File: config.mk
export PLATFORM = sky130hd
export DESIGN_NAME = p_acc_serial
export DESIGN_NICKNAME = d
export VERILOG_FILES = /design/src/rtl/p_acc_serial.sv
export SDC_FILE = /design/constraint.sdc
export NUM_CORES = 1
export LEC_CHECK = 0
export ABC_AREA = 1
export CORE_ASPECT_RATIO = 1.25
export CORE_MARGIN = 2
export CORE_UTILIZATION = 54
export DETAILED_ROUTE_END_ITERATION = 10
export PLACE_DENSITY = 0.8
export SYNTH_ARGS = -nofsm -noshare
export SYNTH_HDL_FRONTEND = slang
export SYNTH_SLANG_ARGS = --single-unit
File: constraint.sdc
create_clock -name clk -period 2.5 [get_ports clk]
set_input_delay 0.5 -clock clk [delete_from_list [all_inputs] [get_ports clk]]
set_output_delay 0.5 -clock clk [all_outputs]
set_load 0.03 [all_outputs]
File: src/rtl/p_acc_serial.sv
`default_nettype none
// ============================================================================
// Module   : p_acc_serial
// Purpose  : Streaming frame accumulator. Sums IN elements that arrive one per
//            valid/ready handshake in a widened register. Saturates the full
//            sum once, at the end of the frame, and presents one result per
//            frame on a valid/ready output.
// Ports    : clk, reset_ (async, active low)
//            in_valid / in_ready / in_data  - element stream, CONF format
//            out_valid / out_ready / out    - saturated frame sum, CONF format
//            udf / ovf / rounded            - clamp flags, held with out
// Option   : P_ACC_SERIAL_LAST_EN adds the in_last frame delimiter input and
//            the out_cnt output (number of elements summed).
// Revision : 1.0 - initial release
// ============================================================================

`ifndef Enable
`define Enable 1'b1
`endif
`ifndef Disable
`define Disable 1'b0
`endif

package p_acc_serial_pkg;
    typedef enum logic [0:0] {INT = 1'b0, FXP = 1'b1} dtype_t;

    typedef struct packed {
        dtype_t dtype;
        logic   sign;
        int     prec;
        int     frac;
    } dconf_t;
endpackage

module p_acc_serial #(
    parameter int                      IN   = 5,
    parameter p_acc_serial_pkg::dconf_t CONF = '{dtype: p_acc_serial_pkg::INT,
                                                sign:  `Enable,
                                                prec:  8,
                                                frac:  0}
) (
    input  logic                        clk,
    input  logic                        reset_,
    input  logic                        in_valid,
    output logic                        in_ready,
    input  logic [CONF.prec-1:0]        in_data,
`ifdef P_ACC_SERIAL_LAST_EN
    input  logic                        in_last,
    output logic [$clog2(IN+1)-1:0]     out_cnt,
`endif
    output logic                        out_valid,
    input  logic                        out_ready,
    output logic [CONF.prec-1:0]        out,
    output logic                        udf,
    output logic                        ovf,
    output logic                        rounded
);

    localparam int  P      = CONF.prec;
    // Wide enough for IN worst-case elements, so no intermediate overflow.
    localparam int  ACCW   = P + $clog2(IN) + 1;
    localparam int  CW     = $clog2(IN + 1);
    localparam bit  c_sign = CONF.sign;

    localparam logic [ACCW-1:0] c_smax = {{(ACCW-P+1){1'b0}}, {(P-1){1'b1}}};
    localparam logic [ACCW-1:0] c_smin = {{(ACCW-P+1){1'b1}}, {(P-1){1'b0}}};
    localparam logic [ACCW-1:0] c_umax = {{(ACCW-P){1'b0}}, {P{1'b1}}};
    localparam logic [CW-1:0]   c_last = CW'(IN - 1);

    typedef enum logic [0:0] {S_ACC = 1'b0, S_OUT = 1'b1} state_t;

    state_t            r_state;
    state_t            w_state_next;
    logic [ACCW-1:0]   r_acc;
    logic [CW-1:0]     r_cnt;
    logic [P-1:0]      r_out;
    logic              r_udf;
    logic              r_ovf;
    logic              r_rounded;
    logic [CW-1:0]     r_out_cnt;

    logic              w_accept;
    logic              w_last;
    logic [ACCW-1:0]   w_ext;
    logic [ACCW-1:0]   w_sum;
    logic [P-1:0]      w_sat;
    logic              w_udf;
    logic              w_ovf;

    // Element widened to the accumulator width in the configured signedness.
    assign w_ext = c_sign ? {{(ACCW-P){in_data[P-1]}}, in_data}
                          : {{(ACCW-P){1'b0}}, in_data};
    assign w_sum = r_acc + w_ext;

`ifdef P_ACC_SERIAL_LAST_EN
    assign w_last = (r_cnt == c_last) | in_last;
`else
    assign w_last = (r_cnt == c_last);
`endif

    // Clamp the exact sum into the output format. FXP is treated on raw bits.
    always_comb begin
        w_sat = w_sum[P-1:0];
        w_udf = 1'b0;
        w_ovf = 1'b0;
        if (c_sign) begin
            if ($signed(w_sum) > $signed(c_smax)) begin
                w_sat = c_smax[P-1:0];
                w_ovf = 1'b1;
            end else if ($signed(w_sum) < $signed(c_smin)) begin
                w_sat = c_smin[P-1:0];
                w_udf = 1'b1;
            end
        end else if (w_sum > c_umax) begin
            w_sat = c_umax[P-1:0];
            w_ovf = 1'b1;
        end
    end

    // Next state and handshake outputs. in_ready stays low through the whole
    // OUT state, so the next frame starts at earliest one cycle after the
    // output handshake.
    always_comb begin
        w_state_next = r_state;
        in_ready     = 1'b0;
        out_valid    = 1'b0;
        w_accept     = 1'b0;
        case (r_state)
            S_ACC: begin
                in_ready = 1'b1;
                w_accept = in_valid;
                if (in_valid && w_last) begin
                    w_state_next = S_OUT;
                end
            end
            S_OUT: begin
                out_valid = 1'b1;
                if (out_ready) begin
                    w_state_next = S_ACC;
                end
            end
            default: w_state_next = S_ACC;
        endcase
    end

    always_ff @(posedge clk or negedge reset_) begin
        if (!reset_) begin
            r_state   <= S_ACC;
            r_acc     <= '0;
            r_cnt     <= '0;
            r_out     <= '0;
            r_udf     <= 1'b0;
            r_ovf     <= 1'b0;
            r_rounded <= 1'b0;
            r_out_cnt <= '0;
        end else begin
            r_state <= w_state_next;
            if (w_accept) begin
                if (w_last) begin
                    // Frame complete: capture the result and clear the
                    // accumulator now so the next frame starts from zero.
                    r_acc     <= '0;
                    r_cnt     <= '0;
                    r_out     <= w_sat;
                    r_udf     <= w_udf;
                    r_ovf     <= w_ovf;
                    r_rounded <= w_udf | w_ovf;
                    r_out_cnt <= r_cnt + CW'(1);
                end else begin
                    r_acc <= w_sum;
                    r_cnt <= r_cnt + CW'(1);
                end
            end
        end
    end

    assign out     = r_out;
    assign udf     = r_udf;
    assign ovf     = r_ovf;
    assign rounded = r_rounded;

`ifdef P_ACC_SERIAL_LAST_EN
    assign out_cnt = r_out_cnt;
`else
    // Element count is only exported with the delimiter option.
    logic w_unused_cnt;
    assign w_unused_cnt = ^r_out_cnt;
`endif

endmodule
`default_nettype wire

==> Word level (Yosys, flattened, before mapping) <==
Cells that the tools add are included.
{ "op_classes": {"n_mul": 0, "bitwise_logic": 2, "reduce_logical": 2, "n_mux": 13, "addsub": 2, "magnitude_cmp": 2, "n_div": 0, "eq_ne": 1, "shift": 0} }
{ "ops": {"columns": ["op", "n"], "rows": [
  ["$mux W8", 2],
  ["$add A12 B12 Y12", 1],
  ["$gt A12 B8 Y1 const B", 1],
  ["$lt A12 B8 Y1 const B", 1],
  ["$mux W12", 1],
  ["$mux W1", 8],
  ["$add A3 B1 Y3 const B", 1],
  ["$eq A3 B3 Y1 const B", 1],
  ["$mux W3", 1],
  ["$pmux W1 S2", 1],
  ["$reduce_and A2 Y1", 1],
  ["$logic_and A1 B1 Y1", 1],
  ["$not A1 Y1", 1],
  ["$or A1 B1 Y1", 1]
]} }
{ "word_totals": {"regBits": 27, "latch_bits": 0, "mem_count": 0, "input_bits": 12, "mem_bits_ro": 0, "out_inout_bits": 13, "ramBits": 0, "elab_cells": 29} }

==> Depth between registers and ports, before layout <==
{ "logic_depth": {"depth_word": 5, "ltp_mapped": 14, "mapped_depth_nobuf": 14} }

==> Worst setup path after synthesis <==
No wires, ideal clock.
{ "synth_timing": {"path_kind": "input to register", "startpoint": "in in_data[0]", "endpoint": "reg r_out[0], in the netlist out[0]", "path_buffers": 0, "required_time_ns": 2.369, "arrival_ns": 1.950, "stages": 10, "setup_slack_ns": 0.419, "setup_time_ns": 0.131, "cell_sequence": "ha_1 -> fa_1 -> nand2_1 -> nand3_1 -> nand3_1 -> nand3_1 -> nand2_1 -> nand4_1 -> a21oi_4 -> a21oi_1"} }
{ "synth_between": {"elab_chain_len": 4, "word_cells_on_any_way": 5, "classes_between": "add/sub: 1; order compare: 2; mux: 2"} }
{ "synth_rtl": {"columns": ["item", "line_no", "text"], "rows": [
  ["from (decl)", "46", "input logic [CONF.prec-1:0] in_data,"],
  ["$add A12 B12 Y12 (*)", "93", "assign w_sum = r_acc + w_ext;"],
  ["$lt A12 B8 Y1", "110", "end else if ($signed(w_sum) < $signed(c_smin)) begin"],
  ["$mux W8", "110", null],
  ["$mux W8 (*)", "107", "if ($signed(w_sum) > $signed(c_smax)) begin"],
  ["to (signal assigned)", "164", "r_out <= w_sat;"],
  ["to (decl)", "76", "logic [P-1:0] r_out;"]
]} }
Every way passes the cells marked *; elsewhere a longest branch is shown, timed or not.
A chain may end at the register's enable or synchronous reset.

==> Final worst setup path <==
{ "layout_timing": {"startpoint": "in in_data[0]", "endpoint": "reg r_out[1], in the netlist out[1]"} }
Same word-level chain as after synthesis.

==> flow_metrics.env <==
export IMPL_routabilityCongestion=0.8344
export IMPL_hold_path_class="primary input to asynchronous set/reset pin"
export IMPL_hold_violations=0
export IMPL_synth_top_family_by_area="simple AND/OR/NAND/NOR gates"
export IMPL_synth_cell_type_count=24
export IMPL_muxShareOfSynthArea_pct=0
export IMPL_slew_viol_final=0
export IMPL_die_w_um=54.10
export IMPL_netlist_top_cells_count="71 x nand2_1, 27 x dfrtp_1, 25 x nor2_1, 21 x inv_1, 14 x nand3_1"
export IMPL_r2r_end="out[1]"
export IMPL_grt_pass1_vias=1543
export IMPL_cts_tree="built"
export IMPL_start_util_pct=56.99
export IMPL_r2r_start="r_acc[0]"
export IMPL_drc=0
export IMPL_cts_sinks=27
export IMPL_synth_area_top_cells="dfrtp_1 40%, nand2_1 16%, ha_1 9.6%"
export IMPL_rows=22
export IMPL_fin_tns_setup_ns=0
export IMPL_ir_worst_vdd_mv=1.037
export IMPL_synth_adder_area_share_pct=10.78
export IMPL_cp_start_kind="primary input"
export IMPL_vias_per_cell=5.156
export IMPL_p_per_area_nw_per_um2=1406
export IMPL_cts_max_path_buffers=2
export IMPL_synth_edf_count=0
export IMPL_diodes=0
export IMPL_io_pins=25
export IMPL_yosys_warnings=0
export IMPL_grt_setup_unrepaired="no"
export IMPL_yosysTopAreaCell="dfrtp_1"
export IMPL_synth_compound_area_share_pct=10.71
export IMPL_fin_hold_ws_ns=0.5060
export IMPL_synth_area_um2=1694
export IMPL_finalCritPeriodShare_pct=94.11
export IMPL_layout_min_cycle_time_ns=2.353
export IMPL_synth_seq_area_share_pct=39.88
export IMPL_layout_setup_ws_ns=0.1471
export IMPL_routed_wl_mm=3.964
export IMPL_post_dp_cell_area_um2=2137
export IMPL_r2r_setup_slack_ns=0.34
export IMPL_synth_xor_area_share_pct=4.579
export IMPL_required_ns=2.73
export IMPL_clk_latency_ns=0.33
export IMPL_yosysMostFrequentCell="nand2_1"
export IMPL_hpwlAfterDp_mm=3.145
export IMPL_overflow=0
export IMPL_port_buffers=24
export IMPL_antenna_found_initial=0
export IMPL_worstMarginPinSlew_ns=0.3573
export IMPL_r2r_cells=9
export IMPL_nets=298
export IMPL_syn_inst=222
export IMPL_dieArea_um2=3604
export IMPL_syn_num_nets=248
export IMPL_synth_main_ff_cell="dfrtp_1"
export IMPL_avgSynthCellArea_um2=7.631
export IMPL_p_leak_nw=1.123
export IMPL_maxCapViolations=0
export IMPL_postRouteAntennaNets=0
export IMPL_grt_pass1_wl_mm=6.610
export IMPL_drtPass1Iterations=4
export IMPL_synth_top_cell_area_share_pct=39.88
export IMPL_cts_root_buf="clkbuf_4"
export IMPL_relSlewSlack_pct=76.06
export IMPL_cp_max_fo=4
export IMPL_async_flop_share_pct=100.0
export IMPL_fillers=245
export IMPL_grt_usage_pct=25.36
export IMPL_wl_per_cell_um=12.91
export IMPL_initialDrtViolationCount=40
export IMPL_drive_above_1_share_pct=14.76
export IMPL_final_util_pct=74.20
export IMPL_chipHeight_um=66.63
export IMPL_cp_end_kind="flop"
export IMPL_synth_simple_area_share_pct=28.73
export IMPL_core_area_um2=2973
export IMPL_dp_slack_ns=-0.2484
export IMPL_path_class="primary input to flop"
export IMPL_grt_max_degree=28
export IMPL_cp_data_arrival_time_ns=2.58
export IMPL_multi_input_area_um2=967.2
export IMPL_cts_buffers=3
export IMPL_setup_violations=0
export IMPL_vias=1583
export IMPL_status="finished clean"
export IMPL_skew_ns=0.009308
export IMPL_final_area_um2=2206
export IMPL_max_freq_ghz=0.4250
export IMPL_area_growth_pct=30.21
export IMPL_layout_area_seq_um2=675.6
export IMPL_postCtsHoldBufs=0
export IMPL_htree_levels=1
export IMPL_clk_pin_slew_ns=0.15
export IMPL_synth_seq_cells=27
[per-stage QoR]
step,total power (W),std cells
final,0.003100,307
after global routing,0.003369,307
after CTS,0.003043,306
after detailed placement,0.002848,302
after global placement,0.002781,302
after floorplan,0.002064,222
[layer usage]
layer	part of all wire [%]	vias to the layer above	track usage [%]
li1	-	816	-
met1	44	735	31.31
met2	52	28	45.58
met3	2.6	4	2.018
met4	1.3	0	8.125
met5	0	-	0
[layout by cell type, fill, tap and decap left out, types with 11 or more instances in the layout]
| cell | count |
|---|---|
| nand2_1 | 70 |
| ha_1 | 11 |
| nor2_1 | 25 |
| clkdlybuf4s50_1 | 23 |
| o21ai_0 | 12 |
| a21oi_1 | 12 |
| dfrtp_1 | 27 |
| buf_4 | 22 |
| inv_1 | 21 |
| nand3_1 | 14 |
[critical path, cell delays in order]
cell             delay, ns
clkdlybuf4s50_1       0.42
ha_1                  0.23
fa_2                  0.35
buf_4                 0.14
nand3_1               0.10
nand4_1               0.10
nand2_1               0.13
nand4_1               0.22
a21oi_2               0.29
a21oi_1               0.10
[flip-flops by register name, indices dropped and copies added, names as in the netlist]
signal   cells
out          8
r_acc       12
rounded      1
r_state      1
r_cnt        3
ovf          1
udf          1
[power by group]
group | internal [W] | leakage, nW | total [W] | switching [W]
Combinational | 0.000887 | 0.784 | 0.00212 | 0.00123
Sequential | 0.000647 | 0.322 | 0.000794 | 0.000147
Clock | 0.0000601 | 0.0177 | 0.000189 | 0.000129
[how the worst max path moves through the flow]
stage / cells after the start / to / startpoint
finish: 10 / out[1] / in_data[0]
global route: 11 / rounded / in_data[6]
CTS: 11 / out[6] / in_data[7]
detailed placement: 11 / out[6] / in_data[7]
global placement: 11 / out[0] / in_data[0]
floorplan: 10 / out[0] / in_data[0]
[logic make-up after synthesis]
family,count (synthesis)
compound gates,30
buf+inv,24
flops,27
simple gates,119
xor+xnor,8
fa+ha+maj,14
[area by class of cell]
class / count / share of cell area, %
Multi-Input combinational cell: 172 / 43.85
Inverter: 22 / 3.744
Sequential cell: 27 / 30.63
Clock buffer: 3 / 1.021
Timing Repair Buffer: 46 / 18.49
Clock inverter: 1 / 0.2269
Tap cell: 36 / 2.042
[what timing repair did]
| action | in CTS | in global routing |
|---|---|---|
| setup buffers | 0 | 0 |
| gates resized for setup | 0 | 5 |
| endpoints found under the hold margin | 0 | 0 |
| endpoints found under the setup margin | 0 | 9 |
Note: power is estimated with default switching activity, not from simulation.
